<file path="src/rtl/cmd_src_q_pkg.sv">
// Shared command-format definitions for the per-core outbound command queue.
// The `CMD_* defines mirror the existing defs; the localparams are what RTL uses.
`ifndef CMD_SIZE
`define CMD_SIZE 16
`endif
`ifndef CMD_VALID
`define CMD_VALID 15
`endif
`ifndef CMD_BUS
`define CMD_BUS 0
`endif

package cmd_src_q_pkg;

  localparam int CMD_SIZE  = `CMD_SIZE;
  localparam int CMD_VALID = `CMD_VALID;
  localparam int CMD_BUS   = `CMD_BUS;

  typedef logic [CMD_SIZE-1:0] cmd_t;

  typedef enum logic {
    BUS_0 = 1'b0,
    BUS_1 = 1'b1
  } bus_e;

  // Replace the valid bit of a command word, leaving the payload untouched.
  function automatic cmd_t cmd_with_valid(cmd_t c, logic v);
    cmd_t r;
    r            = c;
    r[CMD_VALID] = v;
    return r;
  endfunction

endpackage

</file>
<file path="src/rtl/cmd_src_if.sv">
// Core/arbiter-facing signal bundle of one command source queue.
// master = core + arbiter side driving requests/strobes, slave = the queue.
interface cmd_src_if #(
  parameter int DEPTH = 4
);
  import cmd_src_q_pkg::*;

  localparam int CW = $clog2(DEPTH) + 1;

  logic          req_val;
  cmd_t          req_cmd;
  logic          req_rdy;
  logic [1:0]    stall;
  logic [1:0]    cmd_tkn;
  cmd_t          cmd_out_0;
  cmd_t          cmd_out_1;
  logic [CW-1:0] cnt_0;
  logic [CW-1:0] cnt_1;
  logic          err;

  modport master (
    output req_val, req_cmd, stall, cmd_tkn,
    input  req_rdy, cmd_out_0, cmd_out_1, cnt_0, cnt_1, err
  );

  modport slave (
    input  req_val, req_cmd, stall, cmd_tkn,
    output req_rdy, cmd_out_0, cmd_out_1, cnt_0, cnt_1, err
  );

endinterface

</file>
<file path="src/rtl/cmd_src_q_fifo.sv">
// Single-bus command FIFO: circular buffer with registered pointers and count.
// Head is read combinationally from storage so a pushed entry shows next cycle.
module cmd_src_fifo
  import cmd_src_q_pkg::*;
#(
  parameter int DEPTH = 4
) (
  input  logic                   clk,
  input  logic                   rst,
  input  logic                   push,
  input  cmd_t                   din,
  input  logic                   pop,
  output cmd_t                   head,
  output logic [$clog2(DEPTH):0] cnt,
  output logic                   full
);

  localparam int PW = $clog2(DEPTH);
  localparam int CW = PW + 1;

  cmd_t          mem [DEPTH];
  logic [PW-1:0] wr_ptr;
  logic [PW-1:0] rd_ptr;
  logic          push_ok;
  logic          pop_ok;

  // Guard locally as well, so a misbehaving parent cannot corrupt the ring.
  assign push_ok = push & ~full;
  assign pop_ok  = pop & (cnt != '0);

  always_ff @(posedge clk or negedge rst) begin
    if (!rst) begin
      wr_ptr <= '0;
      rd_ptr <= '0;
      cnt    <= '0;
    end else begin
      if (push_ok) begin
        wr_ptr <= wr_ptr + 1'b1;
      end
      if (pop_ok) begin
        rd_ptr <= rd_ptr + 1'b1;
      end
      case ({push_ok, pop_ok})
        2'b10:   cnt <= cnt + 1'b1;
        2'b01:   cnt <= cnt - 1'b1;
        default: cnt <= cnt;
      endcase
    end
  end

  // Storage needs no reset: occupancy alone decides what is meaningful.
  always_ff @(posedge clk) begin
    if (push_ok) begin
      mem[wr_ptr] <= din;
    end
  end

  assign head = mem[rd_ptr];
  assign full = (cnt == CW'(DEPTH));

endmodule

</file>
<file path="src/rtl/cmd_src_q.sv">
// Per-core outbound command queue: steers core commands into two per-bus
// FIFOs and presents each head to the node command arbiter.
module cmd_src_q
  import cmd_src_q_pkg::*;
#(
  parameter int DEPTH   = 4,
  parameter int BUS_BIT = CMD_BUS
) (
  input logic      clk,
  input logic      rst,
  cmd_src_if.slave bus
);

  localparam int CW = $clog2(DEPTH) + 1;

  if (DEPTH < 2 || DEPTH > 16 || (DEPTH & (DEPTH - 1)) != 0) begin : g_bad_depth
    $error("cmd_src_q: DEPTH must be a power of 2 in 2..16");
  end
  if (BUS_BIT == CMD_VALID || BUS_BIT < 0 || BUS_BIT >= CMD_SIZE) begin : g_bad_bus_bit
    $error("cmd_src_q: BUS_BIT must index the command and differ from CMD_VALID");
  end

  bus_e          bus_sel;
  cmd_t          wr_cmd;
  logic          wr_en;
  logic          push_0;
  logic          push_1;
  logic          pop_0;
  logic          pop_1;
  logic          full_0;
  logic          full_1;
  cmd_t          head_0;
  cmd_t          head_1;
  logic [CW-1:0] cnt_0;
  logic [CW-1:0] cnt_1;
  logic          vld_0;
  logic          vld_1;
  logic          bad_tkn;
  logic          err_q;

  // Handshakes: a command moves on a clock edge where req_val & req_rdy;
  // req_rdy depends only on req_cmd's bus bit and that bus's count (never on
  // cmd_tkn), so a full FIFO refuses even when it is being popped. On the
  // arbiter side a head moves when cmd_tkn[b] & cmd_out_b valid; a strobe
  // against an invalid head is a protocol error and is otherwise ignored.
  assign bus_sel     = bus_e'(bus.req_cmd[BUS_BIT]);
  assign bus.req_rdy = (bus_sel == BUS_1) ? ~full_1 : ~full_0;
  assign wr_en       = bus.req_val & bus.req_rdy;
  assign push_0      = wr_en & (bus_sel == BUS_0);
  assign push_1      = wr_en & (bus_sel == BUS_1);
  assign wr_cmd      = cmd_with_valid(bus.req_cmd, 1'b1);

  // stall hides a head from the arbiter without touching its payload.
  assign vld_0 = (cnt_0 != '0) & ~bus.stall[0];
  assign vld_1 = (cnt_1 != '0) & ~bus.stall[1];

  assign pop_0   = bus.cmd_tkn[0] & vld_0;
  assign pop_1   = bus.cmd_tkn[1] & vld_1;
  assign bad_tkn = |(bus.cmd_tkn & ~{vld_1, vld_0});

  cmd_src_fifo #(
    .DEPTH (DEPTH)
  ) u_fifo_0 (
    .clk  (clk),
    .rst  (rst),
    .push (push_0),
    .din  (wr_cmd),
    .pop  (pop_0),
    .head (head_0),
    .cnt  (cnt_0),
    .full (full_0)
  );

  cmd_src_fifo #(
    .DEPTH (DEPTH)
  ) u_fifo_1 (
    .clk  (clk),
    .rst  (rst),
    .push (push_1),
    .din  (wr_cmd),
    .pop  (pop_1),
    .head (head_1),
    .cnt  (cnt_1),
    .full (full_1)
  );

  always_ff @(posedge clk or negedge rst) begin
    if (!rst) begin
      err_q <= 1'b0;
    end else if (bad_tkn) begin
      err_q <= 1'b1;
    end
  end

  assign bus.cmd_out_0 = cmd_with_valid(head_0, vld_0);
  assign bus.cmd_out_1 = cmd_with_valid(head_1, vld_1);
  assign bus.cnt_0     = cnt_0;
  assign bus.cnt_1     = cnt_1;
  assign bus.err       = err_q;

endmodule

</file>
<file path="src/flat_wrapper.sv">
// flat-port wrapper written by rule: the top's interface ports become plain ports
module cmd_src_q_flat import cmd_src_q_pkg::*;
#(
  parameter int DEPTH   = 4,
  parameter int BUS_BIT = CMD_BUS
)
  (clk, rst, bus_req_val, bus_req_cmd, bus_stall, bus_cmd_tkn, bus_req_rdy, bus_cmd_out_0, bus_cmd_out_1, bus_cnt_0, bus_cnt_1, bus_err);
  cmd_src_if #(.DEPTH(DEPTH)) bus_i ();
  input logic clk;
  input logic rst;
  input wire logic [$bits(bus_i.req_val)-1:0] bus_req_val;
  input wire logic [$bits(bus_i.req_cmd)-1:0] bus_req_cmd;
  input wire logic [$bits(bus_i.stall)-1:0] bus_stall;
  input wire logic [$bits(bus_i.cmd_tkn)-1:0] bus_cmd_tkn;
  output wire logic [$bits(bus_i.req_rdy)-1:0] bus_req_rdy;
  output wire logic [$bits(bus_i.cmd_out_0)-1:0] bus_cmd_out_0;
  output wire logic [$bits(bus_i.cmd_out_1)-1:0] bus_cmd_out_1;
  output wire logic [$bits(bus_i.cnt_0)-1:0] bus_cnt_0;
  output wire logic [$bits(bus_i.cnt_1)-1:0] bus_cnt_1;
  output wire logic [$bits(bus_i.err)-1:0] bus_err;
  assign bus_i.req_val = bus_req_val;
  assign bus_i.req_cmd = bus_req_cmd;
  assign bus_i.stall = bus_stall;
  assign bus_i.cmd_tkn = bus_cmd_tkn;
  assign bus_req_rdy = bus_i.req_rdy;
  assign bus_cmd_out_0 = bus_i.cmd_out_0;
  assign bus_cmd_out_1 = bus_i.cmd_out_1;
  assign bus_cnt_0 = bus_i.cnt_0;
  assign bus_cnt_1 = bus_i.cnt_1;
  assign bus_err = bus_i.err;
  cmd_src_q #(.DEPTH(DEPTH), .BUS_BIT(BUS_BIT)) u_core (.clk(clk), .rst(rst), .bus(bus_i));
endmodule
</file>
<file path="config.mk">
export PLATFORM = sky130hd
export DESIGN_NAME = cmd_src_q_flat
export DESIGN_NICKNAME = d
export VERILOG_FILES = /design/src/rtl/cmd_src_q_pkg.sv /design/src/rtl/cmd_src_if.sv /design/src/rtl/cmd_src_q_fifo.sv /design/src/rtl/cmd_src_q.sv /design/src/flat_wrapper.sv
export SDC_FILE = /design/constraint.sdc
export NUM_CORES = 1
export LEC_CHECK = 0
export ABC_AREA = 1
export ABC_CLOCK_PERIOD_IN_PS = 2300
export BUFFER_PORTS_ARGS = -buffer_cell sky130_fd_sc_hd__buf_2
export CORE_ASPECT_RATIO = 1.5
export CORE_UTILIZATION = 30
export DETAILED_ROUTE_END_ITERATION = 16
export RECOVER_POWER = 50
export SYNTH_ARGS = -nofsm -noshare
export SYNTH_HDL_FRONTEND = slang
export SYNTH_SLANG_ARGS = --single-unit
</file>
<file path="constraint.sdc">
create_clock -name clk -period 2.3 [get_ports clk]
set_clock_uncertainty 0.15 [all_clocks]
set_input_delay 0 -clock clk [delete_from_list [all_inputs] [get_ports clk]]
set_output_delay 0 -clock clk [all_outputs]
set_load 0.005 [all_outputs]
</file>
* Word-level counts from Yosys, hierarchy flattened
Memories as Yosys holds them, arrays and structs flattened. Cells that the tools add are included.
Word-level totals: input bits 23, output and inout port bits 40, memories 2, bits in registers 15, logic and storage cells 53, memory bits (writable) 120
Cells by class: bitwise logic cells 18, reductions and logical operators 5, eq/ne operators 6, $add $sub $neg 8, multiplexer cells 7
Memories:
- u_core.u_fifo_0.mem | depth 4, bits a word 15, read ports 1, clocked after memory_dff 0, wr ports 1, line cmd_src_q_fifo.sv:21 | cmd_t mem [DEPTH];
- u_core.u_fifo_1.mem | depth 4, bits a word 15, read ports 1, clocked after memory_dff 0, wr ports 1, line cmd_src_q_fifo.sv:21
Operators with widths (count):
- case mux 3 bit (2 select lines) | 2
- bitwise AND 1 bit | 11
- adder 2 x 1 -> 2 bit (second input constant) | 4
- adder 3 x 1 -> 3 bit (second input constant) | 2
- == test 3 bit (second input constant) | 2
- nonzero test 3 bit | 2
- subtractor 3 x 1 -> 3 bit (second input constant) | 2
- two-way mux 1 bit | 5
- NOT 1 bit | 5
- == test 2 x 1 -> 1 bit (second input constant) | 2
- == test 2 bit (second input constant) | 2
- nonzero test 2 bit | 2
- bitwise AND 2 bit | 1
- NOT 2 bit | 1
- OR reduction 2 bit | 1

* Longest topological paths before layout
Gate-level depths: netlist of run 1.
word-level depth 8, gate-level depth with buffers 12, depth with buffers taken out 12

* Cells and area by module
A second synthesis of run 1 with hierarchy kept.
Second synthesis, totals: cells, all modules 522, area, all modules 6197.2 um^2
By module, submodules not included:
- cmd_src_fifo | area an instance 3019.1 um^2, sequential area each 2097.0 um^2, times used 2, cells an instance 247
- cmd_src_q | area an instance 158.9 um^2, sequential area each 25.0 um^2, times used 1, cells an instance 28

* Worst setup path before layout of run 1
OpenSTA, ideal clock, no wires.
path kind register to register, from reg u_core.u_fifo_0.cnt[0], to mem u_core.u_fifo_0.mem[0][0] (netlist name), enable pin, slack 0.334 ns, arrival time 1.430 ns, buffers on the path 0, data required time 1.763 ns, stages on the path, launching flop included 5, path through dfrtp_1 -> nor2_1 -> nand2_1 -> nand3_1 -> nor2_1
Between the ends: longest elaborated chain between the ends 8
RTL lines:
- start: declaration | line cmd_src_q_fifo.sv:14 | output logic [$clog2(DEPTH):0] cnt,
- start signal: assignment | line cmd_src_q_fifo.sv:44 | 2'b10: cnt <= cnt + 1'b1;
- start signal: assignment | line cmd_src_q_fifo.sv:45 | 2'b01: cnt <= cnt - 1'b1;
- start signal: assignment | line cmd_src_q_fifo.sv:46 | default: cnt <= cnt;
- == test 3 bit (*) | line cmd_src_q_fifo.sv:59 | assign full = (cnt == CW'(DEPTH));
- NOT 1 bit (*) | line cmd_src_q_fifo.sv:28, cmd_src_q.sv:47
- two-way mux 1 bit | line cmd_src_q.sv:47 | assign bus.req_rdy = (bus_sel == BUS_1) ? ~full_1 : ~full_0;
- bitwise AND 1 bit | line cmd_src_q.sv:48 | assign wr_en = bus.req_val & bus.req_rdy;
- bitwise AND 1 bit | line cmd_src_q.sv:49 | assign push_0 = wr_en & (bus_sel == BUS_0);
- bitwise AND 1 bit (*) | line cmd_src_q_fifo.sv:28 | assign push_ok = push & ~full;
- two-way mux 1 bit (*) | line cmd_src_q_fifo.sv:53 | if (push_ok) begin
- two-way mux 1 bit (implied by the code) (*) | line cmd_src_q_fifo.sv:54 | mem[wr_ptr] <= din;
- end: declaration | line cmd_src_q_fifo.sv:21
Every way passes the cells marked *; elsewhere a longest branch is shown, timed or not.

* Worst setup path in the final report of run 1
from reg u_core.u_fifo_0.cnt[0], to reg u_core.err_q (netlist: u_core.bus.err)
Between the ends: longest elaborated chain between the ends 5
RTL lines:
- nonzero test 3 bit | line cmd_src_q.sv:54 | assign vld_0 = (cnt_0 != '0) & ~bus.stall[0];
- bitwise AND 1 bit | line cmd_src_q.sv:54
- NOT 2 bit | line cmd_src_q.sv:59 | assign bad_tkn = |(bus.cmd_tkn & ~{vld_1, vld_0});
- bitwise AND 2 bit | line cmd_src_q.sv:59
- OR reduction 2 bit | line cmd_src_q.sv:59
- end signal: assignment | line cmd_src_q.sv:89 | err_q <= 1'b0;
- end signal: assignment | line cmd_src_q.sv:91 | err_q <= 1'b1;
- end: declaration | line cmd_src_q.sv:39 | logic err_q;
No other way between the ends. A chain may end at the register's enable or synchronous reset.

==> results_dict.tcl, run 1 <==
set metrics [dict create \
    outcome "finished with violations" \
    failed_checks "design-rule violations" \
    cp-start-kind "register" \
    preCtsSetupSlack_ns 0.320 \
    hold_violation_total_from_the_final_report 0 \
    cpPeakStageDelay_ns 0.56 \
    post_syn_nets 460 \
    share_of_power_burned_in_registers_pct 40.0 \
    worst_path_bufs_invs 2 \
    synth_area_um2 5420 \
    async_reset_ff_share_pct 11.1 \
    total_power_uw 8130 \
    critical_path_peak_fanout 4 \
    reg2reg_from "u_core.u_fifo_0.cnt[0]" \
    synth_seq_cells 135 \
    dominantRegCellSynth "edfxtp_1" \
    critPathLaunch "u_core.u_fifo_0.cnt[0]" \
    power.leakage_uw 0.00255 \
    switching_share_pct 33.4 \
    tritoncts_num_sinks 135 \
    critical_path.cell_chain "nor2_2 > nand2_2 > nand2_1 > nand2_1 > dlygate4sd3_1 > nand3_1 > dlygate4sd3_1" \
    grt_remaining_overflow 0 \
    die_area_um2 18600 \
    core-area_um2 17500 \
    clock_power_share_pct 29.8 \
    critPathCaptureType "register" \
    syn-instance-count 425 \
    via_per_inst 4.75 \
    seq_area_frac_synth_pct 73.5 \
    switching_power_uw 2720 \
    rows 59 \
    worst_slack_ns 0.135 \
    synth_area_leaders "edfxtp_1 67%, dfrtp_1 6.9%, nor2_1 4.9%, o22ai_1 3.5%, o21ai_0 3.1%" \
    fillers 1616 \
    worstHoldPathCells 5 \
    timing.critical_path.slowest_stage_cell "dlygate4sd3_1" \
    number_of_antenna_violations_at_the_first_check_in_global_routing 0 \
    dpl.hpwl_mm 7.67 \
    die_height_um 167 \
    synth.lib_cells_used.distinct 16 \
    timing_worst_slew_pin_value_ns 0.691 \
    worstHoldPathType "input port to register" \
    multi_input_gate_area_in_the_final_layout_um2 1210 \
    timing.final.crit_share_pct 94.1 \
    avgRoutedWirePerCell_um 15.5 \
    worst_setup_path_endpoint "u_core.bus.err" \
    fin_setup_tns_ns 0 \
    fmax_mhz 462 \
    detailedRoute.firstIterationViolations 179 \
    worstSetupPathDepth 7 \
    post-route-util_pct 38.7 \
    worst_r2r_path_depth 7 \
    ff_latch_area_um2 3980 \
    globalRouteTotalUtil_pct 13.2 \
    cts_tree "yes" \
    first_global_vias 3598 \
    ys_warn_count 0 \
    max_capacitance_violation_count 0 \
    power-per-cell-area_nw_per_um2 1200 \
    drive_gt1_share_pct 17.0 \
    clock_buffer_depth 2 \
    path_clk_slew_ns 0.06 \
    dp.cells 695 \
    synthesis_to_layout_area_growth_pct 25.2 \
    cts-root-buf "clkbuf_16" \
    postRouteWirelength_mm 11.7 \
    design.final.nets 564 \
    p_int_uw 5410 \
    finalMaxSlewViolations 0 \
    peakVddDrop_mv 0.582 \
    drt_pass1_iterations 10 \
    routabilityCongestion 0.827 \
    relative_slew_margins_pct 53.8 \
    setup_viol 0 \
    setup.worst_path.class "register to register" \
    post-route-min-period_ns 2.16 \
    grt_start_max_net_pins 33 \
    detail-route-antenna-nets 0 \
    ports_placed_on_the_boundary 63 \
    initial_core_util_pct 31.0 \
    vias 3580 \
    synthMostInstantiatedCell "edfxtp_1" \
    r2r-end "u_core.bus.err" \
    syn_area_per_cell_um2 12.7 \
    share_comb_of_total_power_pct 30.1 \
    worst_hold_startpoint "bus_stall[0]" \
    cts-buffers-inserted 17 \
    timing.critical_path.required_ns 2.50 \
    remaining_drc_errors 4 \
    clock_latency_ns 0.41 \
    port_buffers 61 \
    synth_enable_flop_cells 120 \
    post_synth_most_frequent_cells "120 x edfxtp_1, 70 x nor2_1, 43 x nand2_1" \
    critical_path.top_delay_family "buffers and inverters" \
    synthDominantAreaCellType "edfxtp_1" \
    rsz_0062_raised_after_global_routing "no" \
    stdcell_count 754 \
    worst-r2r-setup-slack_ns 0.14 \
    cts.htree.levels 4 \
    grt_first_pass_wirelength_mm 18.2 \
    cp.arrival_ns 2.36 \
    floorplan.die.width_um 112 \
    synth_largest_type_area_fraction_pct 66.5 \
    insertedDiodeCount 0 \
]
[per-stage QoR]
| stage | instance area [µm²] | hold slack, ns |
|---|---|---|
| finish | 6780 | 0.287 |
| global route | 6780 | 0.299 |
| detailed placement | 5990 | -0.224 |
| global placement | 5990 | -0.231 |
| CTS | 6790 | 0.247 |
| floorplan | 5420 | -0.446 |
[worst register-to-register path, stage by stage (launching register included)]
cell and delay [ns]:
dfrtp_1 0.40, nor2_2 0.15, nand2_2 0.09, nand2_1 0.09, nand2_1 0.07, dlygate4sd3_1 0.56, nand3_1 0.06, dlygate4sd3_1 0.54
[how the worst min path moves through the flow]
stage / endpoint / slack (ns)
after detailed placement: u_core.u_fifo_1.cnt[1] / -0.22
final: u_core.u_fifo_0.rd_ptr[0] / 0.29
after global placement: u_core.u_fifo_1.cnt[0] / -0.23
after global routing: u_core.u_fifo_0.rd_ptr[0] / 0.30
after floorplan: u_core.bus.err / -0.45
after CTS: u_core.u_fifo_1.mem[0][6] / 0.25
[power groups by stage]
stage               Combinational (µW)  Clock (µW)  Sequential, µW
finish                            2450        2430            3260
CTS                               2480        2470            3260
floorplan                         1500           0            3230
detailed placement                2430           0            3300
global route                      2770        2570            3290
global placement                  2350           0            3280
[sequential cells by signal, indices dropped and copies added, names as in the netlist]
name and cells:
u_core.u_fifo_0.cnt 3, u_core.bus.err 1, u_core.u_fifo_1.cnt 3, u_core.u_fifo_1.wr_ptr 2, u_core.u_fifo_1.rd_ptr 2, u_core.u_fifo_1.mem 60, u_core.u_fifo_0.rd_ptr 2, u_core.u_fifo_0.wr_ptr 2
u_core.u_fifo_0.mem 60
[logic make-up (layout without fill, tap and decap cells)]
kind of cell / after synthesis / count (layout) / synth area share (%)
DFF: 135 / 135 / 73.5
adders and majority gates: 12 / 12 / 3.05
AOI/OAI and AO/OA: 92 / 92 / 9.19
buffers and inverters: 54 / 170 / 4.34
and+or+nand+nor: 130 / 130 / 9.63
xor gates and xnor gates: 2 / 2 / 0.323
[layout make-up]
cell class | count | share of cell area (%)
Tap cell | 213 | 3.93
Sequential cell | 135 | 58.7
Multi-Input combinational cell | 236 | 17.8
Clock buffer | 17 | 6.28
Inverter | 36 | 1.99
Clock inverter | 14 | 1.64
Timing Repair Buffer | 103 | 9.65
[layout by cell type (no fill, tap or decap), types with 2 or more instances in the layout]
cell             n
edfxtp_1       120
nor2_1          69
nand2_1         42
buf_2           42
o21ai_0         34
inv_1           32
o22ai_1         30
o21ai_1         28
dlygate4sd3_1   26
clkbuf_1        21
clkbuf_16       17
dfrtp_1         15
buf_4           13
nand4_1         10
ha_1            10
nand3_1          7
clkinv_2         6
inv_2            4
clkinvlp_4       4
xnor2_1          2
fa_1             2
[per-layer routing]
metal	share of wire (%)	vias to the layer above	track usage, %
li1	-	1727	-
met1	41	1761	14.0
met2	53	77	23.9
met3	3.7	15	3.46
met4	2.3	0	6.40
met5	0	-	0
[timing repair]
| action | CTS | global route |
|---|---|---|
| buffers inserted | 0 | 2 |
| gates resized for setup | 0 | 2 |
| hold buffers | 26 | 0 |
| hold endpoints to repair | 144 | 0 |
| endpoints found under the setup margin | 0 | 1 |
(Power assumes the default switching activity.)
==> run 2, diff against run 1 <==
--- a/config.mk
+++ b/config.mk
@@ -8,7 +8,6 @@
 export ABC_AREA = 1
 export ABC_CLOCK_PERIOD_IN_PS = 2300
 export BUFFER_PORTS_ARGS = -buffer_cell sky130_fd_sc_hd__buf_2
-export CORE_ASPECT_RATIO = 1.5
 export CORE_UTILIZATION = 30
 export DETAILED_ROUTE_END_ITERATION = 16
 export RECOVER_POWER = 50
==> run 2 against run 1 <==
  * The flow now finishes without violations
  * Sequential power about the same
  * Combinational power fell by 2%
  * Clock power up 18%
  * Highest routed layer unchanged
  * Clock-buffer cell count is 1 higher
  * Sequential share of layout area down 0.74 points
  * Via count fell by 1.1%
  * Total power up 4.8%
  * Flip-flop and latch count unchanged
  * Register-to-register slack is essentially flat
  * Cell count increased by 1.3%
  * Hold slack improved by 0.015 ns
  * Wire length is 3.5% higher
==> results_dict.tcl, run 2 (same netlist as run 1, synthesis figures left out) <==
set metrics [dict create \
    fmax_mhz 461 \
    cp.arrival_ns 2.37 \
    mostFrequentLayoutCells "120 x edfxtp_1, 69 x nor2_1, 42 x nand2_1" \
    critical_path_peak_fanout 4 \
    cts-buffers-inserted 17 \
    max_capacitance_violation_count 0 \
    worst_slack_ns 0.133 \
    cts-root-buf "clkbuf_16" \
    drive_gt1_share_pct 16.3 \
    setup_viol 0 \
    insertedDiodeCount 0 \
    via_per_inst 4.63 \
    ports_placed_on_the_boundary 63 \
    rsz_0062_raised_after_global_routing "no" \
    synthesis_to_layout_area_growth_pct 26.8 \
    timing_worst_slew_pin_value_ns 0.775 \
    cp-start-kind "register" \
    setup.worst_path.class "register to register" \
    detailedRoute.firstIterationViolations 250 \
    finalMaxSlewViolations 0 \
    core-area_um2 17500 \
    drt_pass1_iterations 4 \
    cts.htree.levels 4 \
    grt_start_max_net_pins 33 \
    cts_setup_buffers 0 \
    r2r-end "u_core.bus.err" \
    worstHoldPathCells 4 \
    post-route-util_pct 39.3 \
    met1_length_mm 5.30 \
    worst-r2r-setup-slack_ns 0.13 \
    worst_r2r_path_depth 7 \
    cpPeakStageDelay_ns 0.55 \
    clock_latency_ns 0.41 \
    worst_hold_startpoint "bus_cmd_tkn[0]" \
    postRouteWirelength_mm 12.1 \
    die_height_um 136 \
    fillers 1672 \
    worstSetupPathDepth 7 \
    grt_first_pass_wirelength_mm 19.1 \
    tritoncts_num_sinks 135 \
    avgRoutedWirePerCell_um 15.9 \
    worstHoldEndpoint "u_core.u_fifo_0.rd_ptr[1]" \
    fin_setup_tns_ns 0 \
    remaining_drc_errors 0 \
    number_of_antenna_violations_at_the_first_check_in_global_routing 0 \
    grt_remaining_overflow 0 \
    critical_path.top_delay_family "buffers and inverters" \
    initial_core_util_pct 31.0 \
    hold_violation_total_from_the_final_report 0 \
    post-route-min-period_ns 2.17 \
    globalRouteTotalUtil_pct 14.1 \
    cts_tree "yes" \
    timing.critical_path.slowest_stage_cell "dlygate4sd3_1" \
    preCtsSetupSlack_ns 0.246 \
    first_global_vias 3519 \
    routabilityCongestion 0.717 \
    detail-route-antenna-nets 0 \
    routed-wl-met2_mm 6.09 \
    routed-wl-met3_um 598 \
    rows 48 \
    timing.final.crit_share_pct 94.2 \
    relative_slew_margins_pct 48.1 \
    worstHoldPathType "input port to register" \
    dpl.hpwl_mm 7.86 \
    dp.cells 706 \
    critical_path.cell_chain "nor2_2 > nand2_2 > nand2_1 > nand2_1 > dlygate4sd3_1 > nand3_1 > dlygate4sd3_1" \
    path_clk_slew_ns 0.05 \
    stdcell_count 764 \
    total_power_uw 8520 \
    floorplan.die.width_um 136 \
    outcome "finished, final reports clean" \
    layout.cells.most_common "edfxtp_1" \
    timing.critical_path.required_ns 2.50 \
    peakVddDrop_mv 0.563 \
    worst_path_bufs_invs 2 \
    design.final.nets 561 \
    die_area_um2 18600 \
    highest_layer "met4" \
    power-per-cell-area_nw_per_um2 1240 \
    vias 3540 \
    power.leakage_uw 0.00258 \
    port_buffers 61 \
    reg2reg_from "u_core.u_fifo_0.cnt[1]" \
    clock_buffer_depth 2 \
    largest_registers "u_core.u_fifo_0.mem (60), u_core.u_fifo_1.mem (60)" \
    critPathCaptureType "register" \
]
## run 2: tightest hold or removal path, delay by kind of cell
family                 cells  cell delay [ns]
buffers and inverters      2             0.69
AND/OR/NAND/NOR            2             0.13
## run 2: power by group
group          total, µW  leakage [µW]  internal (µW)  switching (µW)
sequential          3250       0.00127           3030             228
clock               2870      0.000309           1910             964
combinational       2390       0.00100            887            1500
total               8520       0.00258           5820            2700
## run 2: per-stage QoR
stage / hold slack (ns) / instance area (µm²)
final: 0.303 / 6870
after global routing: 0.307 / 6870
after CTS: 0.255 / 6900
after detailed placement: -0.208 / 6000
after global placement: -0.222 / 6000
after floorplan: -0.446 / 5420
## run 2: worst max-delay path by stage
stage / from / endpoint / slack (ns)
floorplan: u_core.u_fifo_0.cnt[0] / u_core.u_fifo_0.mem[0][0] / 0.33
global placement: u_core.u_fifo_0.cnt[1] / u_core.u_fifo_0.cnt[2] / 0.40
detailed placement: u_core.u_fifo_1.cnt[1] / u_core.u_fifo_1.cnt[1] / 0.25
CTS: u_core.u_fifo_0.cnt[1] / u_core.bus.err / 0.09
global route: u_core.u_fifo_0.cnt[1] / u_core.bus.err / 0.009
finish: u_core.u_fifo_0.cnt[1] / u_core.bus.err / 0.13
## run 2: metal layers
layer | vias up | GRT usage (%)
met2 | 87 | 23.7
met1 | 1717 | 17.2
met4 | 0 | 5.37
li1 | 1722 | -
met3 | 14 | 3.88
met5 | - | 0
## run 2: what timing repair did
item / 4_1_cts / 5_1_grt
gates resized for setup: 0 / 3
setup endpoints to repair: 0 / 2
hold buffers: 26 / 0
endpoints found under the hold margin: 144 / 0
## run 2: final cells by class
class	instances	area, µm²	area share, %
clock inverters	14	206	3.01
multi-input cells	236	1210	17.6
repair buffers	100	628	9.15
well taps	225	282	4.10
inverters	36	135	1.97
flip-flops and latches	135	3980	58.0
clock buffers	18	429	6.25
